--- config.mk ---
export PLATFORM = sky130hd
export DESIGN_NAME = perf_dump_unit_flat
export DESIGN_NICKNAME = d
export VERILOG_FILES = /design/src/rtl/perf_dump_unit_pkg.sv /design/src/rtl/perf_dump_unit_if.sv /design/src/rtl/perf_dump_unit_counter.sv /design/src/rtl/perf_dump_unit.sv /design/src/flat_wrapper.sv
export SDC_FILE = /design/constraint.sdc
export NUM_CORES = 2
export LEC_CHECK = 0
export CAP_MARGIN = 5
export CELL_PAD_IN_SITES_DETAIL_PLACEMENT = 2
export CELL_PAD_IN_SITES_GLOBAL_PLACEMENT = 2
export CORE_MARGIN = 8
export CORE_UTILIZATION = 44
export DETAILED_ROUTE_END_ITERATION = 16
export PLACE_DENSITY = 0.92
export RECOVER_POWER = 100
export SLEW_MARGIN = 10
export SYNTH_ARGS = -nofsm -noshare
export SYNTH_HDL_FRONTEND = slang
export SYNTH_HIERARCHICAL = 1
export SYNTH_SLANG_ARGS = --single-unit
export TNS_END_PERCENT = 10
--- constraint.sdc ---
create_clock -name clk -period 6.7 [get_ports clk]
set_clock_uncertainty 0.1 [all_clocks]
set_input_delay 1.675 -clock clk [delete_from_list [all_inputs] [get_ports clk]]
set_output_delay 1.675 -clock clk [all_outputs]
set_load 0.01 [all_outputs]
--- src/rtl/perf_dump_unit_pkg.sv ---
// ============================================================================
// Module      : perf_pkg
// Description : Shared types and default sizes for the performance counter
//               bank and its snapshot dump path.
// Revision    : 1.0 - initial release
// ============================================================================
`default_nettype none

package perf_pkg;

    localparam int PERF_EVENT_NUM = 16;
    localparam int PERF_CNT_WIDTH = 32;
    localparam int PERF_INC_WIDTH = 3;

    typedef logic [PERF_CNT_WIDTH-1:0] perf_cnt_t;
    typedef logic [PERF_INC_WIDTH-1:0] perf_inc_t;

    typedef enum logic [1:0] {
        IDLE   = 2'd0,
        SNAP   = 2'd1,
        STREAM = 2'd2
    } perf_dump_state_t;

endpackage : perf_pkg

`default_nettype wire

--- src/rtl/perf_dump_unit_if.sv ---
// ============================================================================
// Module      : perf_dump_unit_if
// Description : Valid/ready dump stream carrying one counter snapshot per beat.
// Revision    : 1.0 - initial release
// ============================================================================
`default_nettype none

interface perf_dump_unit_if #(
    parameter int IDX_WIDTH = 4,
    parameter int CNT_WIDTH = 32
);
    logic                 out_valid;
    logic                 out_ready;
    logic [IDX_WIDTH-1:0] out_idx;
    logic [CNT_WIDTH-1:0] out_data;
    logic                 out_ovf;
    logic                 out_last;

    modport master (
        output out_valid, out_idx, out_data, out_ovf, out_last,
        input  out_ready
    );

    modport slave (
        input  out_valid, out_idx, out_data, out_ovf, out_last,
        output out_ready
    );
endinterface : perf_dump_unit_if

`default_nettype wire

--- src/rtl/perf_dump_unit_counter.sv ---
// ============================================================================
// Module      : perf_counter
// Description : One event counter with sticky overflow flag; clear beats the
//               increment. Macro PERF_SAT_EN selects saturating counting,
//               otherwise the counter wraps and the flag records carry-out.
// Revision    : 1.0 - initial release
// ============================================================================
`default_nettype none

module perf_counter #(
    parameter int CNT_WIDTH = 32,
    parameter int INC_WIDTH = 3
) (
    input  wire logic                 clk,
    input  wire logic                 rst,
    input  wire logic [INC_WIDTH-1:0] inc,
    input  wire logic                 clear,
    output logic      [CNT_WIDTH-1:0] cnt,
    output logic                      ovf
);

    logic [CNT_WIDTH-1:0] cnt_q, cnt_d;
    logic                 ovf_q, ovf_d;
    logic [CNT_WIDTH:0]   w_sum;

    // Next counter value: clear wins, otherwise add with wrap or saturate
    always_comb begin
        w_sum = {1'b0, cnt_q} + (CNT_WIDTH+1)'(inc);
        cnt_d = cnt_q;
        ovf_d = ovf_q;
        if (clear) begin
            cnt_d = '0;
            ovf_d = 1'b0;
        end else begin
`ifdef PERF_SAT_EN
            if (w_sum[CNT_WIDTH]) begin
                cnt_d = '1;
                ovf_d = 1'b1;
            end else begin
                cnt_d = w_sum[CNT_WIDTH-1:0];
                ovf_d = ovf_q | (&w_sum[CNT_WIDTH-1:0]);
            end
`else
            cnt_d = w_sum[CNT_WIDTH-1:0];
            ovf_d = ovf_q | w_sum[CNT_WIDTH];
`endif
        end
    end

    // Counter and sticky flag registers
    always_ff @(posedge clk or negedge rst) begin
        if (!rst) begin
            cnt_q <= '0;
            ovf_q <= 1'b0;
        end else begin
            cnt_q <= cnt_d;
            ovf_q <= ovf_d;
        end
    end

    assign cnt = cnt_q;
    assign ovf = ovf_q;

endmodule : perf_counter

`default_nettype wire

--- src/rtl/perf_dump_unit.sv ---
// ============================================================================
// Module      : perf_dump_unit
// Description : Performance counter bank with a registered random-read port
//               and a snapshot-then-stream dump over a valid/ready channel.
//               Build option PERF_SAT_EN makes counters saturate (see
//               perf_counter); the port list is the same either way.
// Revision    : 1.0 - initial release
// ============================================================================
`default_nettype none

module perf_dump_unit
    import perf_pkg::*;
#(
    parameter int EVENT_NUM = PERF_EVENT_NUM,
    parameter int CNT_WIDTH = PERF_CNT_WIDTH,
    parameter int INC_WIDTH = PERF_INC_WIDTH,
    parameter int IDX_WIDTH = $clog2(EVENT_NUM)
) (
    input  wire logic                           clk,
    input  wire logic                           rst,
    input  wire logic [EVENT_NUM*INC_WIDTH-1:0] ev_inc,
    input  wire logic                           clear,
    input  wire logic [IDX_WIDTH-1:0]           rd_idx,
    output logic      [CNT_WIDTH-1:0]           rd_data,
    input  wire logic                           dump_req,
    output logic                                dump_busy,
    perf_dump_unit_if.master                    out_if
);

    localparam logic [IDX_WIDTH-1:0] C_LAST_IDX = IDX_WIDTH'(EVENT_NUM - 1);

    logic [CNT_WIDTH-1:0] w_cnt [EVENT_NUM];
    logic [EVENT_NUM-1:0] w_ovf;

    perf_dump_state_t     state_q, state_d;
    logic [IDX_WIDTH-1:0] ptr_q, ptr_d;
    logic [CNT_WIDTH-1:0] snap_q [EVENT_NUM];
    logic [CNT_WIDTH-1:0] snap_d [EVENT_NUM];
    logic [EVENT_NUM-1:0] snap_ovf_q, snap_ovf_d;
    logic [CNT_WIDTH-1:0] rd_data_q, rd_data_d;

    generate
        for (genvar i = 0; i < EVENT_NUM; i++) begin : g_cnt
            perf_counter #(
                .CNT_WIDTH (CNT_WIDTH),
                .INC_WIDTH (INC_WIDTH)
            ) u_cnt (
                .clk   (clk),
                .rst   (rst),
                .inc   (ev_inc[i*INC_WIDTH +: INC_WIDTH]),
                .clear (clear),
                .cnt   (w_cnt[i]),
                .ovf   (w_ovf[i])
            );
        end
    endgenerate

    // Read port samples the live (pre-update) counter; out-of-range reads 0
    always_comb begin
        rd_data_d = '0;
        if (rd_idx <= C_LAST_IDX) begin
            rd_data_d = w_cnt[rd_idx];
        end
    end

    // Dump sequencing: capture the whole bank once, then walk it beat by beat
    always_comb begin
        state_d    = state_q;
        ptr_d      = ptr_q;
        snap_d     = snap_q;
        snap_ovf_d = snap_ovf_q;
        case (state_q)
            IDLE: begin
                if (dump_req) begin
                    state_d = SNAP;
                end
            end
            SNAP: begin
                snap_d     = w_cnt;
                snap_ovf_d = w_ovf;
                ptr_d      = '0;
                state_d    = STREAM;
            end
            STREAM: begin
                if (out_if.out_ready) begin
                    if (ptr_q == C_LAST_IDX) begin
                        state_d = IDLE;
                    end else begin
                        ptr_d = ptr_q + 1'b1;
                    end
                end
            end
            default: state_d = IDLE;
        endcase
    end

    // Stream outputs are a pure function of state, so a stall holds them
    always_comb begin
        out_if.out_valid = 1'b0;
        out_if.out_idx   = '0;
        out_if.out_data  = '0;
        out_if.out_ovf   = 1'b0;
        out_if.out_last  = 1'b0;
        dump_busy        = (state_q != IDLE);
        if (state_q == STREAM) begin
            out_if.out_valid = 1'b1;
            out_if.out_idx   = ptr_q;
            out_if.out_data  = snap_q[ptr_q];
            out_if.out_ovf   = snap_ovf_q[ptr_q];
            out_if.out_last  = (ptr_q == C_LAST_IDX);
        end
    end

    // State, pointer, snapshot and read-data registers
    always_ff @(posedge clk or negedge rst) begin
        if (!rst) begin
            state_q    <= IDLE;
            ptr_q      <= '0;
            snap_ovf_q <= '0;
            rd_data_q  <= '0;
            for (int i = 0; i < EVENT_NUM; i++) begin
                snap_q[i] <= '0;
            end
        end else begin
            state_q    <= state_d;
            ptr_q      <= ptr_d;
            snap_ovf_q <= snap_ovf_d;
            rd_data_q  <= rd_data_d;
            for (int i = 0; i < EVENT_NUM; i++) begin
                snap_q[i] <= snap_d[i];
            end
        end
    end

    assign rd_data = rd_data_q;

endmodule : perf_dump_unit

`default_nettype wire

--- src/flat_wrapper.sv ---
// flat-port wrapper written by rule: the top's interface ports become plain ports
module perf_dump_unit_flat import perf_pkg::*;
#(
    parameter int EVENT_NUM = PERF_EVENT_NUM,
    parameter int CNT_WIDTH = PERF_CNT_WIDTH,
    parameter int INC_WIDTH = PERF_INC_WIDTH,
    parameter int IDX_WIDTH = $clog2(EVENT_NUM)
)
  (clk, rst, ev_inc, clear, rd_idx, rd_data, dump_req, dump_busy, out_if_out_valid, out_if_out_idx, out_if_out_data, out_if_out_ovf, out_if_out_last, out_if_out_ready);
  perf_dump_unit_if #(.IDX_WIDTH(IDX_WIDTH), .CNT_WIDTH(CNT_WIDTH)) out_if_i ();
  input  wire logic clk;
  input  wire logic rst;
  input  wire logic [EVENT_NUM*INC_WIDTH-1:0] ev_inc;
  input  wire logic clear;
  input  wire logic [IDX_WIDTH-1:0] rd_idx;
  output logic      [CNT_WIDTH-1:0] rd_data;
  input  wire logic dump_req;
  output logic dump_busy;
  output wire logic [$bits(out_if_i.out_valid)-1:0] out_if_out_valid;
  output wire logic [$bits(out_if_i.out_idx)-1:0] out_if_out_idx;
  output wire logic [$bits(out_if_i.out_data)-1:0] out_if_out_data;
  output wire logic [$bits(out_if_i.out_ovf)-1:0] out_if_out_ovf;
  output wire logic [$bits(out_if_i.out_last)-1:0] out_if_out_last;
  input wire logic [$bits(out_if_i.out_ready)-1:0] out_if_out_ready;
  assign out_if_out_valid = out_if_i.out_valid;
  assign out_if_out_idx = out_if_i.out_idx;
  assign out_if_out_data = out_if_i.out_data;
  assign out_if_out_ovf = out_if_i.out_ovf;
  assign out_if_out_last = out_if_i.out_last;
  assign out_if_i.out_ready = out_if_out_ready;
  perf_dump_unit #(.EVENT_NUM(EVENT_NUM), .CNT_WIDTH(CNT_WIDTH), .INC_WIDTH(INC_WIDTH), .IDX_WIDTH(IDX_WIDTH)) u_core (.clk(clk), .rst(rst), .ev_inc(ev_inc), .clear(clear), .rd_idx(rd_idx), .rd_data(rd_data), .dump_req(dump_req), .dump_busy(dump_busy), .out_if(out_if_i));
endmodule
# Word-level counts from Yosys, hierarchy flattened

Cells that the tools add are included.

Memory bits (writable): 0
Register bits after elaboration: 1094
Memories kept: 0
Bits in latches: 0
ROM bits: 0
Logic and storage cells: 156

Reductions and logical operators: 5
Mux-type cells: 53
Bitwise gates (word level): 18
Equal/unequal tests: 7
Shift operators: 0
Divide/modulo/power cells: 0
$lt $le $gt $ge: 4
$mul: 0
$add $sub $neg: 17

Operators by type and width:

| kind                                                                         | count |
|---|---|
| 32-bit two-way mux                                                           | 22 |
| 32-bit by 3-bit adder with 33-bit output                                     | 16 |
| 32-bit binary-select mux with 4-bit select                                   | 2 |
| 1-bit two-way mux                                                            | 20 |
| 1-bit bitwise OR                                                             | 16 |
| 4-bit two-way mux                                                            | 3 |
| 5-bit >= comparator, second input constant                                   | 2 |
| 4-bit NOT with 5-bit output                                                  | 2 |
| 4-bit one-hot mux with 2 select lines                                        | 1 |
| 2-bit two-way mux                                                            | 3 |
| 2-bit != test, second input constant                                         | 3 |
| 2-bit one-hot mux with 3 select lines                                        | 1 |
| 3-bit AND reduction                                                          | 2 |
| 4-bit by 5-bit less-than comparator with 1-bit output, second input constant | 1 |
| 4-bit by 1-bit adder with 4-bit output, second input constant                | 1 |
| 1-bit binary-select mux with 4-bit select                                    | 1 |
| 4-bit equality test, second input constant                                   | 1 |
| 4-bit <= comparator, second input constant                                   | 1 |
| 2-bit nonzero test                                                           | 2 |
| 2-bit by 1-bit equality test with 1-bit output, second input constant        | 1 |
| 2-bit equality test, second input constant                                   | 1 |
| 2-bit zero test                                                              | 1 |
| 2-bit by 1-bit != test with 1-bit output, second input constant              | 1 |

# Depth between registers and ports, before layout

Word-level depth: 5
Mapped depth: 9
Gate-level depth less buffers: 8

# Hierarchy

Netlist, hierarchy kept.

By module, submodules not included:

| module                                     | area an instance (um^2) | times used | seq. area each (um^2) | cells each |
|---|---|---|---|---|
| perf_dump_unit                             | 28930.2                 | 1          | 14163.6               | 3072 |
| perf_counter at u_core.g_cnt[12].u_cnt ... | 1834.3                  | 10         | 825.8                 | 188 |
| perf_counter at u_core.g_cnt[0].u_cnt ...  | 1719.1                  | 6          | 825.8                 | 177 |

# Worst setup path after synthesis

Ideal clock, no wire load.

Path kind: input to register
Start point: in ev_inc[0]
End point: reg u_core.g_cnt[0].u_cnt.cnt_q[26]
Setup slack: 3.079 ns
Data required time: 6.468 ns
Buffers on the path: 1
Stages: 9
Arrival time: 3.389 ns
Cells stage by stage: ha_1 inv_1 fa_1 nand2b_1 a2111o_1 buf_6 nor3_1 xnor2_1 nor2_1

Cells in the longest elaborated chain, start to end: 2

Ends and longest elaborated chain:

| what                                     | RTL line                     | text |
|---|---|---|
| from (decl)                              | flat_wrapper.sv:13           | `input wire logic [EVENT_NUM*INC_WIDTH-1:0] ev_inc;` |
| 32-bit by 3-bit adder with 33-bit output | perf_dump_unit_counter.sv:28 | `w_sum = {1'b0, cnt_q} + (CNT_WIDTH+1)'(inc);` |
| 32-bit two-way mux                       | perf_dump_unit_counter.sv:31 | `if (clear) begin` |
| net u_core.g_cnt[0].u_cnt.cnt_d[26]      | perf_dump_unit_counter.sv:22 | `logic [CNT_WIDTH-1:0] cnt_q, cnt_d;` |
| to (signal assigned)                     | perf_dump_unit_counter.sv:56 | `cnt_q <= cnt_d;` |
| to (decl)                                | perf_dump_unit_counter.sv:22 |  |

The timed path passes the listed nets, and every way through them passes these cells.
A chain may end at the register's enable or synchronous reset.

# Final worst setup path

Start point: reg u_core.state_q[0]
End point: out out_if_out_data[0]

Cells in the longest elaborated chain, start to end: 2

Ends and longest elaborated chain:

| what                   | RTL line              | text |
|---|---|---|
| from (decl)            | perf_dump_unit.sv:35  | `perf_dump_state_t state_q, state_d;` |
| from (signal assigned) | perf_dump_unit.sv:125 | `state_q <= state_d;` |
| 2-bit equality test    | perf_dump_unit.sv:105 | `if (state_q == STREAM) begin` |
| 32-bit two-way mux     | perf_dump_unit.sv:105 |  |
| to (decl)              | flat_wrapper.sv:21    | `output wire logic [$bits(out_if_i.out_data)-1:0] out_if_out_data;` |

Every way passes these cells.

==> metrics.csv <==
metric,value,unit
dieArea,142700,um^2
start_util,44.42,%
synth_edf_count,0,
numCtsBuffers,121,
crit_path_end_kind,primary output,
cts_tree,done,
cts_setup_buffers,0,
coreArea,129600,um^2
synth_area_leaders,"dfrtp_1, nand2_1, mux4_2",
yosys.area.top_type_share,47.54,%
grt_usage,43.43,%
hold_start,u_core/snap_q[114],
drtAntennaViolNets,0,
ys_ff_latch,1094,
ys.flop_type,dfrtp_1,
fill_cells,13140,
ys_warn_count,6,
via_per_inst,7.059,
hold_viol_final,0,
ff2ff_path_depth,5,
dp.cells,7595,
slew_headroom,-203.3,%
ios,129,
dr.pass1.iters,5,
leakagePower,0.02860,uW
r2r_setup_slack,0.48,ns
rsz0062_at_grt,no,
die_h,377.8,um
drive_gt1_share,8.859,%
power.density,291.2,nW/um^2
r2r-start,u_core/state_q[0],
multi_input_area,27900,um^2
crit_fanout,34,
dp.final_hpwl,191.6,mm
worst_pin_slew,4.542,ns
dp_slack,1.364,ns
wl_per_cell,40.59,um
cts.htree.levels,3,
grt_max_degree,182,
synthArstFlopShare,100.0,%
syn_to_final_growth,11.16,%
min_delay_path_depth,2,
setup_violations,1,
routed_wl,318.1,mm
num_rows,132,
seq_area_frac_synth,47.54,%
regArea,27390,um^2
die_w,377.8,um
slowest_stage,and2_2,
remaining_drc_errors,0,
syn_area_per_cell,9.576,um^2
start_kind,flop,
io_buffers,128,
gr-total-overflow,0,
holdPathEnd,u_core/snap_q[114],
instances_no_fill,7838,
worstPathRequired,4.93,ns
crit_chain,"nor2b_1, and2_2, nand3_1, o21ai_1, dlygate4sd3_1",
synth_area,57590,um^2
final_net_count,6098,
ys_top_cells_by_count,"nand2_1, dfrtp_1, nor2_1",
yosysMostFrequentCell,nand2_1,
finalCriticalPeriod,6.725,ns
clk_pin_slew,0.07,ns
yosysUniqueCellTypes,55,
ctsLongestPathBuffers,3,
cap_violations,18,
grt_pass1_wl,453.6,mm
place.gp.congestion,0.9452,
syn_inst,6014,
hp-class,reg -> reg,
antenna_found_initial,42,
violations,"capacitance limit, slew limit, setup timing",
critPathBufInv,1,
ctsHoldBuffers,0,
grt_pass1_vias,60800,
cp.depth,5,
cts.sinks,1094,
critical_path_class,reg -> out,
slowest_delay,0.99,ns
clk_latency,0.81,ns
cts-root-buf,clkbuf_16,
ir_worst_vdd,296.3,uV
postSynthNetCount,6136,
status,finished with violations,
finalWorstSetupSlack,-0.02512,ns
synth_area_leader_cell,dfrtp_1,
fin_crit_sh,100.4,%
r2r_end,u_core/snap_q[122],
critical_path.top_delay_family,simple AND/OR/NAND/NOR gates,
max_freq,148.7,MHz
vias,55330,
drtIter0Drc,7053,
drv_slew,1040,
crit_arrival,4.95,ns
[kinds of logic after synthesis]
kind of cell / share of synthesized area (%)
AOI/OAI and AO/OA: 8.174
adders and majority gates: 1.621
buffers and inverters: 4.056
and+or+nand+nor: 24.13
DFF: 47.54
muxes: 10.99
xor gates and xnor gates: 3.483
[worst max-delay path by stage]
| stage | startpoint | end | slack, ns |
|---|---|---|---|
| after global routing | u_core/state_q[1] | out_if_out_data[9] | 0.08 |
| after CTS | u_core/state_q[1] | out_if_out_data[2] | 0.32 |
| final | u_core/state_q[0] | out_if_out_data[0] | -0.03 |
| after floorplan | ev_inc[0] | u_core/g_cnt[0].u_cnt/cnt[26] | 3.08 |
| after global placement | u_core/state_q[1] | out_if_out_data[10] | 1.52 |
| after detailed placement | u_core/state_q[1] | out_if_out_data[10] | 1.36 |
[registers in the layout, summed over array words and instances, names as in the netlist]
name,cells
u_core/snap_ovf_q,16
u_core/snap_q,512
u_core/ptr_q,4
u_core/g_cnt.u_cnt/cnt,512
u_core/state_q,2
u_core/rd_data,32
u_core/g_cnt.u_cnt/ovf,16
[worst register-to-register path, cell delays in order, from the launching register on]
cell      delay [ns]
dfrtp_1         0.47
nor2b_1         2.25
clkbuf_1        2.32
clkbuf_1        0.65
nand2_1         0.17
nand2_1         0.17
[what timing repair did]
item / 4_1_cts / 5_1_grt
endpoints found under the hold margin: 0 / 0
setup endpoints to repair: 0 / 1
gates resized for setup: 0 / 1
[report_power, final]
group / switching, uW / total (uW) / internal [uW]
logic: 2710 / 3860 / 1150
registers: 635 / 7530 / 6900
clock network: 3220 / 7250 / 4030
[metal layers]
layer / track usage, % / vias up / wire [um]
li1: - / 20770 / -
met1: 47.29 / 28350 / 103500
met2: 68.60 / 4323 / 143200
met3: 13.99 / 1867 / 35490
met4: 36.89 / 24 / 35710
met5: 1.145 / - / 155
[per-stage QoR]
stage,hold slack (ns),TNS (ns),total power (uW),util [%],cell area (um^2)
6_report,0.3982,-0.02512,18640,49.38,64020
2_1_floorplan,0.3387,0,9594,-,57590
5_1_grt,0.4233,0,18940,49.35,63980
3_5_place_dp,0.3649,0,11100,46.36,60110
4_1_cts,0.3940,0,18480,49.47,64140
3_3_place_gp,0.3507,0,10850,46.36,60110
[cell usage in the layout (no fill, tap or decap), drive strengths merged, types with 16 or more instances in the layout]
| cell | Yosys | layout |
|---|---|---|
| nand2 | 1775 | 1775 |
| dfrtp | 1094 | 1094 |
| nor2 | 388 | 388 |
| a21oi | 229 | 229 |
| clkbuf | 115 | 211 |
| mux2i | 196 | 196 |
| nand3 | 164 | 164 |
| mux4 | 162 | 162 |
| inv | 145 | 146 |
| xnor2 | 132 | 132 |
| a22oi | 128 | 128 |
| o21ai | 115 | 115 |
| nand4 | 110 | 110 |
| xor2 | 97 | 97 |
| o31ai | 92 | 92 |
| or4 | 92 | 92 |
| nor2b | 87 | 87 |
| and4 | 84 | 84 |
| clkdlybuf4s50 | 0 | 71 |
| mux2 | 62 | 62 |
| or3 | 59 | 59 |
| nor3 | 58 | 58 |
| dlygate4sd3 | 0 | 53 |
| and3 | 50 | 50 |
| nor4 | 50 | 50 |
| ha | 49 | 49 |
| buf | 243 | 49 |
| a221o | 33 | 33 |
| o41ai | 30 | 30 |
| and2 | 29 | 29 |
| diode | 0 | 23 |
| clkinv | 0 | 22 |
| nand4bb | 20 | 20 |
| a211oi | 20 | 20 |
| o2111ai | 20 | 20 |
| fa | 16 | 16 |
[layout make-up]
type                    instances  area share, %
repair buffers                197          2.990
diodes                         23        0.08991
flip-flops and latches       1094          42.78
well taps                    1742          3.405
multi-input cells            4417          43.59
clock buffers                 188          5.707
clock inverters                32         0.5903
inverters                     145         0.8502
Power figures use the tool's default switching activity.
